**src/rtl/branch_cmp_unit.sv**
```systemverilog
// Branch-condition unit: register/immediate compares, sticky flags and a
// saturating hardware loop counter, behind a one-entry valid/ready output slot.
module branch_cmp_unit #(
  parameter int WIDTH  = 16,
  parameter int LOOP_W = 16
) (
  input  logic              clk,
  input  logic              reset,
  input  logic              in_valid,
  output logic              in_ready,
  input  logic [3:0]        cond,
  input  logic              signed_mode,
  input  logic [WIDTH-1:0]  rddata,
  input  logic [WIDTH-1:0]  rsdata,
  input  logic [WIDTH-1:0]  n,
  input  logic              loop_load,
  input  logic [LOOP_W-1:0] loop_init,
  output logic              out_valid,
  input  logic              out_ready,
  output logic              jump,
  output logic [2:0]        flags,
  output logic [LOOP_W-1:0] loop_count,
  output logic              loop_zero
);

  localparam logic [3:0] C_GT      = 4'b0000;
  localparam logic [3:0] C_LT      = 4'b0001;
  localparam logic [3:0] C_EQ      = 4'b0010;
  localparam logic [3:0] C_NE      = 4'b0011;
  localparam logic [3:0] C_ZERO    = 4'b0100;
  localparam logic [3:0] C_LOOP    = 4'b0101;
  localparam logic [3:0] C_FLAG_GT = 4'b0110;
  localparam logic [3:0] C_FLAG_EQ = 4'b0111;
  localparam logic [3:0] C_IGT     = 4'b1000;
  localparam logic [3:0] C_ILT     = 4'b1001;
  localparam logic [3:0] C_IEQ     = 4'b1010;
  localparam logic [3:0] C_INE     = 4'b1011;

  typedef enum logic {S_EMPTY, S_FULL} slot_t;

  slot_t               r_state_p1;
  slot_t               w_state_next;
  logic                r_jump_p1;
  logic [2:0]          r_flags_p1;
  logic [LOOP_W-1:0]   r_loop_count_p1;

  logic                w_accept_p0;
  logic [WIDTH-1:0]    w_b_raw_p0;
  logic signed [WIDTH:0] w_a_x_p0;
  logic signed [WIDTH:0] w_b_x_p0;
  logic [2:0]          w_cmp_p0;
  logic                w_cmp_code_p0;
  logic                w_is_loop_p0;
  logic [LOOP_W-1:0]   w_loop_base_p0;
  logic [LOOP_W-1:0]   w_loop_dec_p0;
  logic                w_jump_p0;

  // Decrement that sticks at zero instead of wrapping.
  function automatic logic [LOOP_W-1:0] sat_dec(input logic [LOOP_W-1:0] v);
    sat_dec = (v == '0) ? '0 : v - LOOP_W'(1);
  endfunction

  function automatic logic [2:0] cmp_flags(input logic signed [WIDTH:0] a,
                                           input logic signed [WIDTH:0] b);
    cmp_flags = {a > b, a < b, a == b};
  endfunction

  // ---- p0: request decode and compare ----
  assign in_ready    = (r_state_p1 == S_EMPTY) | out_ready;
  assign w_accept_p0 = in_valid & in_ready;

  always_comb begin
    w_b_raw_p0 = rsdata;
    if (cond == C_ZERO) w_b_raw_p0 = '0;
    else if (cond[3])   w_b_raw_p0 = n;
  end

  // One extra bit carries either the sign or a zero, so one signed compare covers both modes.
  assign w_a_x_p0 = {signed_mode & rddata[WIDTH-1], rddata};
  assign w_b_x_p0 = {signed_mode & w_b_raw_p0[WIDTH-1], w_b_raw_p0};
  assign w_cmp_p0 = cmp_flags(w_a_x_p0, w_b_x_p0);

  assign w_cmp_code_p0  = (cond <= C_ZERO) || (cond[3:2] == 2'b10);
  assign w_is_loop_p0   = (cond == C_LOOP);
  assign w_loop_base_p0 = loop_load ? loop_init : r_loop_count_p1;
  assign w_loop_dec_p0  = sat_dec(w_loop_base_p0);

  always_comb begin
    w_jump_p0 = 1'b0;
    case (cond)
      C_GT, C_IGT:         w_jump_p0 = w_cmp_p0[2];
      C_LT, C_ILT:         w_jump_p0 = w_cmp_p0[1];
      C_EQ, C_IEQ, C_ZERO: w_jump_p0 = w_cmp_p0[0];
      C_NE, C_INE:         w_jump_p0 = ~w_cmp_p0[0];
      C_LOOP:              w_jump_p0 = (w_loop_dec_p0 != '0);
      C_FLAG_GT:           w_jump_p0 = r_flags_p1[2];
      C_FLAG_EQ:           w_jump_p0 = r_flags_p1[0];
      default:             w_jump_p0 = 1'b0;
    endcase
  end

  always_comb begin
    w_state_next = r_state_p1;
    case (r_state_p1)
      S_EMPTY: if (w_accept_p0) w_state_next = S_FULL;
      S_FULL:  if (out_ready && !w_accept_p0) w_state_next = S_EMPTY;
    endcase
  end

  // ---- p1: output slot, sticky flags, loop counter ----
  always_ff @(posedge clk) begin
    if (reset) r_state_p1 <= S_EMPTY;
    else       r_state_p1 <= w_state_next;
  end

  always_ff @(posedge clk) begin
    if (reset) begin
      r_jump_p1       <= 1'b0;
      r_flags_p1      <= 3'b000;
      r_loop_count_p1 <= '0;
    end else begin
      if (w_accept_p0) r_jump_p1 <= w_jump_p0;
      if (w_accept_p0 && w_cmp_code_p0) r_flags_p1 <= w_cmp_p0;
      if (w_accept_p0 && w_is_loop_p0) r_loop_count_p1 <= w_loop_dec_p0;
      else if (loop_load)              r_loop_count_p1 <= loop_init;
    end
  end

  assign out_valid  = (r_state_p1 == S_FULL);
  assign jump       = r_jump_p1;
  assign flags      = r_flags_p1;
  assign loop_count = r_loop_count_p1;
  assign loop_zero  = (r_loop_count_p1 == '0);

endmodule

```
**config.mk**
```make
export PLATFORM = sky130hd
export DESIGN_NAME = branch_cmp_unit
export DESIGN_NICKNAME = d
export VERILOG_FILES = /design/src/rtl/branch_cmp_unit.sv
export SDC_FILE = /design/constraint.sdc
export NUM_CORES = 1
export LEC_CHECK = 0
export ABC_AREA = 1
export CAP_MARGIN = 10
export CORE_MARGIN = 8
export CORE_UTILIZATION = 50
export DETAILED_ROUTE_END_ITERATION = 6
export PLACE_DENSITY = 0.95
export SLEW_MARGIN = 20
export SYNTH_ARGS = -nofsm -noshare
export SYNTH_HDL_FRONTEND = slang
export SYNTH_SLANG_ARGS = --single-unit
```
**constraint.sdc**
```tcl
create_clock -name clk -period 10.4 [get_ports clk]
set_clock_uncertainty 0.1 [all_clocks]
set_input_delay 3.12 -clock clk [delete_from_list [all_inputs] [get_ports clk]]
set_output_delay 3.12 -clock clk [all_outputs]
set_load 0.1 [all_outputs]
```
Yosys cells after proc, flatten, opt, wreduce, memory -nomap -nowiden
Index checks and enable logic that the tools add are counted.
{ "word_totals": {"input_bits": 74, "elab_cells": 49, "output_inout_bits": 23, "register_bits": 21} }
{ "classes": {"n_mux": 9, "bitwise": 6, "magnitude_cmp": 3, "n_addsub": 1, "eq_ne": 13, "n_reduce_logical": 13} }
{ "ops": {"columns": ["operator", "n"], "rows": [
  ["$mux 16", 5],
  ["$logic_not 16->1", 2],
  ["$eq 17x17->1", 1],
  ["$gt 17x17->1", 1],
  ["$lt 17x17->1", 1],
  ["$eq 4x3->1 const B", 4],
  ["$eq 4x4->1 const B", 4],
  ["$reduce_bool 16->1", 1],
  ["$sub 16x1->16 const B", 1],
  ["$eq 4x2->1 const B", 2],
  ["$pmux 1 s7", 1],
  ["$reduce_or 2->1", 3],
  ["$eq 4x1->1 const B", 1],
  ["$le 4x3->1 const B", 1],
  ["$logic_not 4->1", 1],
  ["$and 1x1->1", 3],
  ["$logic_and 1x1->1", 3],
  ["$reduce_or 3->1", 1],
  ["$eq 2x2->1 const B", 1],
  ["$mux 1", 2],
  ["$not 1->1", 2],
  ["$pmux 1 s2", 1],
  ["$logic_not 1->1", 1],
  ["$logic_or 1x1->1", 1],
  ["$or 1x1->1", 1]
]} }

Logic depth before layout (Yosys ltp)
{ "logic_depth": {"word_depth": 7, "ltp_mapped": 22, "depth_no_buf": 21} }

Worst setup path before layout
OpenSTA, ideal clock, no wires.
{ "synth_timing": {"kind": "register to output", "startpoint": "register r_loop_count_p1[4] (netlist: loop_count[4])", "endpoint": "output port loop_zero", "path_buffers": 0, "stages_incl_launch_ff": 4, "t_arrival_ps": 3867, "slack_ps": 3313, "t_required_ps": 7180, "path_cell_list": "dfxtp_1 inv_1 nand4_1 nor4_1"} }
{ "synth_between": {"elab_chain_cells": 1} }
{ "synth_lines": {"columns": ["item", "line", "rtl"], "rows": [
  ["start: declaration", "45", "logic [LOOP_W-1:0] r_loop_count_p1;"],
  ["start signal: assignment", "124", "if (w_accept_p0 && w_is_loop_p0) r_loop_count_p1 <= w_loop_dec_p0;"],
  ["start signal: assignment", "125", "else if (loop_load) r_loop_count_p1 <= loop_init;"],
  ["$logic_not 16->1", "133", "assign loop_zero = (r_loop_count_p1 == '0);"],
  ["end: declaration", "23", "output logic loop_zero"]
]} }
Every way passes these cells.

Worst setup path in the final report
{ "layout_timing": {"startpoint": "input port out_ready", "endpoint": "output port in_ready"} }
{ "layout_between": {"elab_chain_cells": 1} }
{ "layout_lines": {"columns": ["item", "line", "rtl"], "rows": [
  ["start: declaration", "19", "input logic out_ready,"],
  ["$or 1x1->1", "69", "assign in_ready = (r_state_p1 == S_EMPTY) | out_ready;"],
  ["end: declaration", "10", "output logic in_ready,"]
]} }
Every way passes these cells.

==> results.py <==
metrics = {
    "yosys": {
        "synth.top_cell.area_share_pct": 21.4,
        "synth.avg_cell_area_um2": 5.91,
        "async_flop_share_pct": 0,
        "synth.distinct_cells": 34,
        "synth_most_common_cell": "nand2_1",
        "synth_seq_cells": 21,
        "synth_common_cells": "nand2_1, inv_1, nor2_1",
        "synth_cells": 452,
        "synth_edf_count": 0,
        "ys_seq_area_share_pct": 15.7,
        "syn_area_um2": 2670,
        "yosys_warnings": 0,
        "ys_top_cells_by_area": "nand2_1, dfxtp_1, ha_1, inv_1, mux2_2",
        "synthFlopType": "dfxtp_1",
        "syn_nets": 544,
        "yosysTopAreaCell": "nand2_1",
    },
    "sta": {
        "slew_headroom_pct": 32.1,
        "hold_slack_ps": 403,
        "post-route-min-period_ps": 8090,
        "maxSlewViolCount": 0,
        "fmax_ghz": 0.124,
        "tns_ps": 0,
        "hold_violations": 0,
        "setup_viol": 0,
        "worstMarginPinSlew_ps": 1010,
        "rsz0062_at_grt": "false",
        "period_share_pct": 77.8,
    },
    "clocking": {
        "cts_resized": 0,
        "cts_tree": "built",
        "clk_pin_slew_ps": 80,
        "ctsHoldBuffers": 0,
        "cts_sinks": 21,
        "cts_buffer_depth": 2,
        "cts_root_buf": "clkbuf_8",
        "cts_made_buffers": 3,
        "clock_latency_ps": 270,
        "cts_setup_buffers": 0,
        "htree_levels": 1,
    },
    "job": {
        "drv_cap": 0,
    },
    "critical_path": {
        "cp-start-kind": "input pin",
        "crit_end": "in_ready",
        "cp-end-kind": "output port",
        "r2r_end": "jump",
        "rr_worst_depth": 17,
        "cp.arrival_ps": 4870,
        "path_class": "in2out",
        "cp_data_required_time_ps": 7180,
        "path_max_fanout": 3,
        "rrSetupSlack_ps": 7910,
        "timing.rr.start": "loop_count[0]",
        "startpoint": "out_ready",
    },
    "placement": {
        "io_buffers": 96,
        "post_dp_cell_area_um2": 3630,
        "gp_congestion": 0.931,
        "place.detailed.hpwl_mm": 7.02,
    },
    "grt": {
        "grt_max_degree": 35,
        "grt_pass1_wl_mm": 14.1,
        "grt_use_total_pct": 22.0,
        "grt_pass1_vias": 3248,
        "gr-total-overflow": 0,
        "antenna_found_initial": 0,
    },
    "floorplan": {
        "die_w_um": 89.1,
        "die_area_um2": 7930,
        "core_region_area_um2": 5140,
        "fp.dieH_um": 89.1,
        "pin_count": 97,
        "num_rows": 26,
        "initial_core_util_pct": 51.9,
    },
    "outcome": {
        "outcome": "finished, final reports clean",
    },
    "finish": {
        "nFillCells": 448,
        "antenna_cells": 0,
        "final_cell_area_um2": 3670,
        "multi_input_area_um2": 1930,
        "fin_nets": 632,
        "drive_gt1_share_pct": 10.8,
        "utilization_pct": 71.4,
        "area_growth_pct": 37.5,
        "regArea_um2": 420,
    },
    "power": {
        "power_switching_mw": 0.148,
        "switching_share_pct": 44.8,
        "internal_power_mw": 0.182,
        "power_frac_seq_pct": 27.1,
        "ir_drop_v": 0.0000484,
        "clkPwrFrac_pct": 17.0,
        "p_leak_nw": 1.78,
        "cellPowerDensity_nw_per_um2": 89.7,
        "comb_power_share_pct": 55.8,
    },
    "route": {
        "routedWlPerCell_um": 14.0,
        "drc": 0,
        "antenna_left": 0,
        "vias": 3307,
        "wirelength_mm": 8.52,
        "drtPass1Iterations": 5,
        "vias_per_cell": 5.43,
        "drt_iter0_markers": 258,
    },
    "hold_path": {
        "whs_path_depth": 2,
        "hp-start": "jump",
        "hold_class": "reg2reg",
    },
}
[worst max-delay path, stage by stage]
cell and delay (ps):
clkdlybuf4s50_1 450, inv_1 40, nand2_1 90, clkdlybuf4s50_1 1170
[power by group through the flow]
stage / combinational [mW] / clock [mW] / sequential [mW]
finish: 0.184 / 0.0561 / 0.0893
global route: 0.200 / 0.0597 / 0.0900
CTS: 0.183 / 0.0559 / 0.0893
detailed placement: 0.182 / 0 / 0.0912
global placement: 0.177 / 0 / 0.0909
floorplan: 0.0855 / 0 / 0.130
[how the worst min path moves through the flow]
stage               end  slack (ps)
5_1_grt            jump         420
2_1_floorplan  flags[2]         810
4_1_cts            jump         400
3_3_place_gp       jump         370
6_report           jump         400
3_5_place_dp       jump         380
[metrics by stage]
step / std cells / power (mW) / setup slack [ps]
2_1_floorplan: 452 / 0.216 / 3310
5_1_grt: 609 / 0.349 / 2270
3_5_place_dp: 605 / 0.273 / 2340
4_1_cts: 609 / 0.328 / 2330
6_report: 609 / 0.329 / 2310
3_3_place_gp: 605 / 0.268 / 2350
[routing by layer]
layer / routed length (µm) / vias to the layer above / GRT usage [%]
li1: - / 1638 / -
met1: 3150 / 1481 / 23.0
met2: 4370 / 165 / 41.5
met3: 811 / 23 / 5.33
met4: 182 / 0 / 7.55
met5: 0 / - / 0
[flip-flops by register name, summed over array words and instances, names as in the netlist]
register,flops
loop_count,16
flags,3
jump,1
out_valid,1
[layout by cell type (no fill, tap or decap), types with 3 or more instances in the layout]
| cell | n |
|---|---|
| o21ai_0 | 24 |
| clkdlybuf4s50_1 | 96 |
| a21oi_1 | 26 |
| ha_1 | 18 |
| inv_1 | 53 |
| nand2_1 | 152 |
| nand3_1 | 27 |
| mux2_2 | 16 |
| nor3_1 | 3 |
| o21ai_1 | 6 |
| nor2_1 | 30 |
| nand2_2 | 15 |
| nand4_1 | 17 |
| dfxtp_1 | 21 |
| nor2_2 | 10 |
| clkbuf_8 | 3 |
[final cells by class]
cell class	instances	area share [%]
well taps	70	2.39
multi-input cells	361	52.7
flip-flops and latches	21	11.4
repair buffers	98	26.6
inverters	55	5.69
clock buffers	4	1.23
[cells by family after synthesis]
kind of cell	after synthesis	share of synthesized area [%]
AO/OA/AOI/OAI	60	11.8
adder cells (fa/ha/maj)	18	8.44
flip-flops	21	15.7
AND/OR/NAND/NOR	264	44.5
XOR/XNOR	3	0.984
multiplexers	16	6.75
buffers and inverters	70	11.8
Power figures use the tool's default switching activity.
